`src/rtl/accel_inst_decoder.sv`:
```
`default_nettype none
// ============================================================================
// Module      : accel_inst_decoder
// Description : Instruction decode stage. Validates opcodes, expands bursts
//               into per-element beats and buffers them in an output FIFO.
// Revision    : 1.0
// ============================================================================
module accel_inst_decoder #(
    parameter int UNIT_ID_WIDTH = 8,
    parameter int ADDR_WIDTH    = 4,
    parameter int OUT_DEPTH     = 4,
    parameter int CNT_WIDTH     = 8,
    parameter int INST_WIDTH    = 2*UNIT_ID_WIDTH + ADDR_WIDTH + 8
) (
    input  logic                     clk,
    input  logic                     rst_n,
    input  logic                     in_valid,
    output logic                     in_ready,
    input  logic [INST_WIDTH-1:0]    in_inst,
    output logic                     out_valid,
    input  logic                     out_ready,
    output logic [UNIT_ID_WIDTH-1:0] out_unit_id,
    output logic [UNIT_ID_WIDTH-1:0] out_src_unit_id,
    output logic [2:0]               out_op,
    output logic [1:0]               out_comp,
    output logic [ADDR_WIDTH-1:0]    out_addr,
    output logic                     out_last,
    output logic                     err_illegal,
    input  logic                     err_clr,
    output logic [CNT_WIDTH-1:0]     illegal_cnt
);

    localparam int c_ptr_width  = $clog2(OUT_DEPTH);
    localparam int c_beat_width = 2*UNIT_ID_WIDTH + ADDR_WIDTH + 6;
    localparam logic [c_ptr_width:0] c_full_count = (c_ptr_width+1)'(OUT_DEPTH);

    localparam logic [0:0] c_idle  = 1'b0;
    localparam logic [0:0] c_burst = 1'b1;

    logic [0:0]               r_state;
    logic [c_beat_width-1:0]  r_mem [OUT_DEPTH];
    logic [c_ptr_width-1:0]   r_wr_ptr;
    logic [c_ptr_width-1:0]   r_rd_ptr;
    logic [c_ptr_width:0]     r_count;
    logic [UNIT_ID_WIDTH-1:0] r_unit;
    logic [UNIT_ID_WIDTH-1:0] r_src;
    logic [2:0]               r_op;
    logic [1:0]               r_comp;
    logic [ADDR_WIDTH-1:0]    r_addr;
    logic [2:0]               r_remaining;
    logic                     r_err;
    logic [CNT_WIDTH-1:0]     r_cnt;

    logic [2:0]               w_in_size;
    logic [ADDR_WIDTH-1:0]    w_in_addr;
    logic [1:0]               w_in_comp;
    logic [2:0]               w_in_op;
    logic [UNIT_ID_WIDTH-1:0] w_in_src;
    logic [UNIT_ID_WIDTH-1:0] w_in_unit;
    logic                     w_full;
    logic                     w_accept;
    logic                     w_illegal;
    logic                     w_pop;
    logic                     w_push;
    logic [c_beat_width-1:0]  w_push_beat;

    assign {w_in_unit, w_in_src, w_in_op, w_in_comp, w_in_addr, w_in_size} = in_inst;

    assign w_full    = (r_count == c_full_count);
    assign in_ready  = rst_n && (r_state == c_idle) && !w_full;
    assign w_accept  = in_valid && in_ready;
    assign w_illegal = (w_in_op[2:1] == 2'b11);
    assign out_valid = (r_count != '0);
    assign w_pop     = out_valid && out_ready;

    // Head is masked while empty so stale entries never reach the outputs.
    assign {out_unit_id, out_src_unit_id, out_op, out_comp, out_addr, out_last} =
        out_valid ? r_mem[r_rd_ptr] : '0;

    assign err_illegal = r_err;
    assign illegal_cnt = r_cnt;

    always_comb begin
        w_push      = 1'b0;
        w_push_beat = '0;
        if (r_state == c_idle) begin
            w_push      = w_accept && !w_illegal && (w_in_op != 3'b000);
            w_push_beat = {w_in_unit, w_in_src, w_in_op, w_in_comp, w_in_addr,
                           (w_in_size == 3'd0)};
        end else begin
            w_push      = !w_full;
            w_push_beat = {r_unit, r_src, r_op, r_comp, r_addr, (r_remaining == 3'd1)};
        end
    end

    always_ff @(posedge clk or negedge rst_n) begin
        if (!rst_n) begin
            r_state     <= c_idle;
            r_wr_ptr    <= '0;
            r_rd_ptr    <= '0;
            r_count     <= '0;
            r_unit      <= '0;
            r_src       <= '0;
            r_op        <= '0;
            r_comp      <= '0;
            r_addr      <= '0;
            r_remaining <= '0;
            r_err       <= 1'b0;
            r_cnt       <= '0;
            for (int i = 0; i < OUT_DEPTH; i++) begin
                r_mem[i] <= '0;
            end
        end else begin
            if (w_push) begin
                r_mem[r_wr_ptr] <= w_push_beat;
                r_wr_ptr        <= r_wr_ptr + 1'b1;
            end
            if (w_pop) begin
                r_rd_ptr <= r_rd_ptr + 1'b1;
            end
            case ({w_push, w_pop})
                2'b10:   r_count <= r_count + 1'b1;
                2'b01:   r_count <= r_count - 1'b1;
                default: r_count <= r_count;
            endcase

            if (r_state == c_idle) begin
                if (w_push && (w_in_size != 3'd0)) begin
                    r_unit      <= w_in_unit;
                    r_src       <= w_in_src;
                    r_op        <= w_in_op;
                    r_comp      <= w_in_comp;
                    r_addr      <= w_in_addr + 1'b1;
                    r_remaining <= w_in_size;
                    r_state     <= c_burst;
                end
            end else if (w_push) begin
                r_addr      <= r_addr + 1'b1;
                r_remaining <= r_remaining - 1'b1;
                if (r_remaining == 3'd1) begin
                    r_state <= c_idle;
                end
            end

            // A new illegal word outranks a same-cycle clear.
            if (w_accept && w_illegal) begin
                r_err <= 1'b1;
                if (r_cnt != '1) begin
                    r_cnt <= r_cnt + 1'b1;
                end
            end else if (err_clr) begin
                r_err <= 1'b0;
            end
        end
    end

endmodule
`default_nettype wire

```
`config.mk`:
```
export PLATFORM = sky130hd
export DESIGN_NAME = accel_inst_decoder
export DESIGN_NICKNAME = d
export VERILOG_FILES = /design/src/rtl/accel_inst_decoder.sv
export SDC_FILE = /design/constraint.sdc
export NUM_CORES = 1
export LEC_CHECK = 0
export ABC_AREA = 1
export CAP_MARGIN = 20
export CORE_ASPECT_RATIO = 0.6
export CORE_MARGIN = 10
export CORE_UTILIZATION = 35
export CTS_BUF_LIST = sky130_fd_sc_hd__clkbuf_4 sky130_fd_sc_hd__clkbuf_8
export DETAILED_ROUTE_END_ITERATION = 16
export GPL_TIMING_DRIVEN = 0
export PLACE_DENSITY = 0.53
export SETUP_SLACK_MARGIN = 0.1
export SYNTH_ARGS = -nofsm -noshare
export SYNTH_HDL_FRONTEND = slang
export SYNTH_SLANG_ARGS = --single-unit
```
`constraint.sdc`:
```
create_clock -name clk -period 3.91 [get_ports clk]
set_input_delay 0.391 -clock clk [delete_from_list [all_inputs] [get_ports clk]]
set_output_delay 0.391 -clock clk [all_outputs]
set_load 0.01 [all_outputs]
```
==> results of run 1 <==
-- state kept, by name (all words and copies together), names as in the netlist, 3 cells and up --
register	cells
r_src	8
r_mem	104
r_count	3
r_remaining	3
r_addr	4
r_op	3
illegal_cnt	8
r_unit	8
-- layout by cell type (no fill, tap or decap), drive strengths merged --
cell / instances
a21oi: 30
and2: 1
buf: 39
bufinv: 1
clkbuf: 47
clkdlybuf4s50: 68
clkinv: 8
clkinvlp: 3
dfrtp: 149
dlygate4sd3: 1
fa: 1
ha: 9
inv: 49
nand2: 318
nand3: 119
nand3b: 1
nand4: 3
nor2: 112
nor3: 1
o21ai: 107
or2: 1
xnor2: 1
xor2: 9
-- critical path, stage by stage --
cell and delay (ns):
dlygate4sd3_1 0.56, buf_8 0.29, buf_16 0.43, inv_1 0.15, nor2_4 0.13, nand3_2 0.12
o21ai_4 0.27, buf_4 0.25, inv_1 0.08, ha_1 0.18, inv_1 0.10, fa_1 0.41
o21ai_0 0.17
-- cell usage after synthesis, drive strengths merged --
library cell  count  area [um2]
xnor2             1        8.76
fa                1        20.0
clkinv            3        11.3
xor2              9        78.8
buf              37         288
nand3b            1        7.51
nand2           318        1230
ha                9         113
or2               1        6.26
nor2            112         430
and2              1        6.26
o21ai           107         547
nor3              1        5.00
a21oi            30         150
clkbuf           25        93.8
dfrtp           149        3730
nand4             3        18.8
nand3           119         601
inv              49         184
-- how the worst max path moves through the flow --
| stage | from | end | slack, ns | cells after the start |
|---|---|---|---|---|
| after CTS | rst_n | r_count[1] | 0.58 | 13 |
| final | rst_n | r_count[1] | 0.61 | 13 |
| after global routing | rst_n | r_count[1] | 0.30 | 13 |
| after global placement | rst_n | r_count[1] | -4.82 | 11 |
| after floorplan | r_count[1] | r_count[2] | 1.74 | 12 |
| after detailed placement | rst_n | r_count[1] | 0.66 | 12 |
-- kinds of logic (layout without fill, tap and decap cells) --
kind of cell	Yosys count	count (layout)	share of synthesized area
AOI/OAI and AO/OA	137	137	0.0925
and+or+nand+nor	556	556	0.307
DFF	149	149	0.495
buffers and inverters	114	216	0.0766
xor gates and xnor gates	10	10	0.0116
adders and majority gates	10	10	0.0176
-- layer usage --
metal  up-vias  routed length, um  GRT usage
met4         0                265     0.0485
met2       208               9050      0.222
met1      3206              12700      0.278
met5         -                  0          0
met3        19               1900     0.0420
li1       3295                  -          -
-- stage by stage --
| step | setup TNS (ns) | instance area [um2] |
|---|---|---|
| floorplan | 0 | 7530 |
| global placement | -1232.70 | 8570 |
| detailed placement | 0 | 8600 |
| CTS | 0 | 8990 |
| global route | 0 | 8990 |
| finish | 0 | 8990 |
-- power breakdown --
part	switching, mW	internal [mW]
clock	0.617	0.568
combinational	2.90	1.66
sequential	0.364	2.20
total	3.88	4.43
-- layout make-up --
class | instances | area, um2 | share of cell area
repair buffers | 71 | 733 | 0.0816
clock inverters | 9 | 77.6 | 0.00863
clock buffers | 22 | 297 | 0.0330
plain buffers | 62 | 382 | 0.0425
flip-flops and latches | 149 | 3730 | 0.415
multi-input cells | 713 | 3230 | 0.359
inverters | 52 | 195 | 0.0217
well taps | 279 | 349 | 0.0388
-- what timing repair did --
item,4_1_cts,5_1_grt
buffers inserted,0,0
hold endpoints to repair,38,0
hold buffers,1,0
==> results.toml, run 1 <==
[place]
place_ws_ns = 0.656
dp_hpwl_um = 17200
place_inst = 1325
io_buffers = 69
place.gp.congestion = 0.814

[routing]
wirelength_um = 23900
vias = 6728
drcViolationCount = 0
drt_iter0_markers = 547
viasPerCell = 4.96
final_antenna_net_count = 0
wire_per_inst_um = 17.6
drt_first_pass_iters = 5

[worst_setup_path]
reg2reg_setup_slack_ns = 1.27
endpoint_kind = "flop"
r2r_end = "r_count[2]"
cp-start-kind = "input port"
crit_required_ns = 4.30
crit_fanout = 112
r2r_cells = 10
critical_path_arrival_ns = 3.69
worstSetupPathType = "in -> reg"
reg2reg_from = "r_count[2]"

[timing]
fin_ws_ns = 0.606
skew_ns = 0.0159
fmax_ghz = 0.303
rsz0062_at_grt = "false"
max-slew-margin-rel = 0.246
post-route-period-util = 0.845
hold-worst-slack_ns = 0.385
tightest_slew_ns = 1.12
fin_crit_ns = 3.30
slew_violations = 0
setup_viol = 0
hold_violations = 0

[clock_network]
root_buffer = "clkbuf_8"
insertion_delay_ns = 0.48
clockBufferDepth = 2
numCtsBuffers = 17
cts_resized = 0
tritoncts = "done"
clkSlewWorstSetupHoldPaths_ns = 0.10
cts_sinks = 149
cts.htree.levels = 4

[synthesis]
synth_fp_nets = 1019
synth_area_um2 = 7530
yosysUniqueCellTypes = 31
yosys_warnings = 0
seq_area_frac_synth = 0.495
synth-seq-cells = 149
avgSynthCellArea_um2 = 7.72
syn_inst = 976

[floorplan]
core_um2 = 21100
die-width_um = 209
io_pins = 70
die_area_um2 = 28000
die_h_um = 134
initial_core_util = 0.357
num_rows = 41

[layout]
num_antenna_cells = 0
nets = 1109
fin_cells = 1357
syn_to_final_growth_pct = 19.3
final_util = 0.426
drive_above_1_share = 0.0686
n_fill_cell = 2204

[power_and_ir_drop]
worst_ir_drop_vdd_v = 0.000392
p_leak_nw = 4.46
finalPower_mw = 8.31
pwr_density_cell_nw_per_um2 = 925

[global_routing]
grt_pass1_vias = 6453
grt_usage = 0.175
grt_first_pass_wirelength_um = 38600
grt-ovfl-total = 0
antenna_found_initial = 0
grt_start_max_net_pins = 113

[status]
status = "completed"

[flow_run]
maxCapViolations = 0

[worst_hold_path]
min_path_type = "in -> async"
No activity file was read; power rests on OpenSTA's default activity.
==> run 2, diff against run 1 <==
Clock period 3.91 ns to 3.32 ns, I/O delays scaled along.
==> run 2 against run 1 <==
Clock-buffer cell count did not move. Power rose by 18%. Cell area rose by 0.53%. Clock power rose by 18%. Worst setup slack got worse by 0.35 ns. Die area did not move. Worst hold slack improved by 0.051 ns. Non-clock buffer count rose by 2.
==> results.toml, run 2 (same netlist as run 1, synthesis figures left out) <==
[timing]
fmax_ghz = 0.327
skew_ns = 0.0166
slew_violations = 0
fin_crit_ns = 3.06
tightest_slew_ns = 1.17
setup_viol = 0
fin_ws_ns = 0.260
max-slew-margin-rel = 0.209
finalSetupTns_ns = 0
hold_violations = 0
post-route-period-util = 0.922
hold-worst-slack_ns = 0.435
rsz0062_at_grt = "false"

[floorplan]
num_rows = 41
die_area_um2 = 28000
io_pins = 70
initial_core_util = 0.357
core_um2 = 21100
die-width_um = 209
die_h_um = 134

[global_routing]
grt_pass1_vias = 6465
grt_first_pass_wirelength_um = 38600
use_met2 = 0.223
met1_usage = 0.277
grt-ovfl-total = 0
grt_start_max_net_pins = 113
antenna_found_initial = 0
grt_usage = 0.176
gr-max-usage-layer = "met1"
grt_use_met3 = 0.0420

[clock_network]
clockBufferDepth = 2
insertion_delay_ns = 0.48
cts.htree.levels = 4
post_cts_buffers = 0
root_buffer = "clkbuf_8"
numCtsBuffers = 17
clkSlewWorstSetupHoldPaths_ns = 0.10
cts_sinks = 149
tritoncts = "done"

[layout]
final_util = 0.429
drive_above_1_share = 0.0722
layout_commonest_cell = "nand2_1"
n_fill_cell = 2200
top_register = "r_mem"
largest_reg_flops = 104
nets = 1111
multi_input_area_um2 = 3230
fin_cells = 1359
final_cell_mix = "nand2_1 (313), dfrtp_1 (149), nand3_1 (118)"
syn_to_final_growth_pct = 20.0
num_antenna_cells = 0
seqCellArea_um2 = 3730

[power_and_ir_drop]
p_leak_nw = 4.49
worst_ir_drop_vdd_v = 0.000462
pwr_density_cell_nw_per_um2 = 1080

[worst_setup_path]
critical_path_arrival_ns = 2.73
r2r_end = "r_count[2]"
cp-start-kind = "flop"
r2r_cells = 10
reg2reg_setup_slack_ns = 0.69
reg2reg_from = "r_count[2]"
worstSetupPathType = "reg -> out"
endpoint_kind = "output port"
crit_required_ns = 2.99
crit_fanout = 10

[place]
place_ws_ns = 0.125
place.gp.congestion = 0.814
io_buffers = 69
dp_hpwl_um = 17200
place_inst = 1325

[routing]
wirelength_um = 24100
wire_per_inst_um = 17.7
final_antenna_net_count = 0
drcViolationCount = 0
vias = 6754
viasPerCell = 4.97
drt_iter0_markers = 559
drt_first_pass_iters = 5

[status]
status = "completed"

[worst_hold_path]
min_path_type = "in -> async"

[flow_run]
maxCapViolations = 0
## run 2: cell count changes in the layout (fill, tap and decap cells not counted), sizes merged
cell	before	now
clkbuf	47	49
## run 2: through the flow
stage | power [mW] | area (um2)
6_report | 9.79 | 9030
5_1_grt | 10.6 | 9030
3_3_place_gp | 8.36 | 8570
4_1_cts | 9.80 | 9010
2_1_floorplan | 6.21 | 7530
3_5_place_dp | 8.40 | 8600
## run 2: how the worst max path moves through the flow
stage / startpoint / endpoint / cells after the start
finish: r_rd_ptr[0] / out_src_unit_id[4] / 6
global route: r_rd_ptr[0] / out_addr[3] / 6
CTS: r_rd_ptr[0] / out_comp[0] / 7
detailed placement: rst_n / r_count[1] / 12
global placement: rst_n / r_count[1] / 11
floorplan: r_count[1] / r_count[2] / 12
## run 2: timing repair
action / CTS / global route
hold buffers: 2 / 0
hold endpoints to repair: 38 / 0
resized for setup: 1 / 1
gates cloned: 0 / 1
endpoints found under the setup margin: 3 / 4
## run 2: worst max-delay path, cell delays in order (launching register included)
cell	delay [ns]
dfrtp_1	0.36
buf_2	0.19
inv_2	0.16
clkbuf_1	0.42
o21ai_0	0.30
a21oi_1	0.26
clkdlybuf4s50_1	0.57
## run 2: area by class of cell
class / instances / share of cell area
Multi-Input combinational cell: 713 / 0.357
Clock buffer: 22 / 0.0328
Clock inverter: 9 / 0.00859
Sequential cell: 149 / 0.413
Tap cell: 279 / 0.0386
Inverter: 52 / 0.0217
Timing Repair Buffer: 73 / 0.0861
Buffer: 62 / 0.0424
## run 2: power breakdown
| group | internal (mW) | total [mW] | switching (mW) |
|---|---|---|---|
| Sequential | 2.59 | 3.02 | 0.429 |
| Combinational | 1.96 | 5.38 | 3.42 |
| Clock | 0.669 | 1.39 | 0.722 |
## run 2: routing by layer
layer	routed length [um]	share of wire
met1	12700	0.53
met2	9110	0.38
met3	2030	0.084
met4	262	0.011
met5	0	0
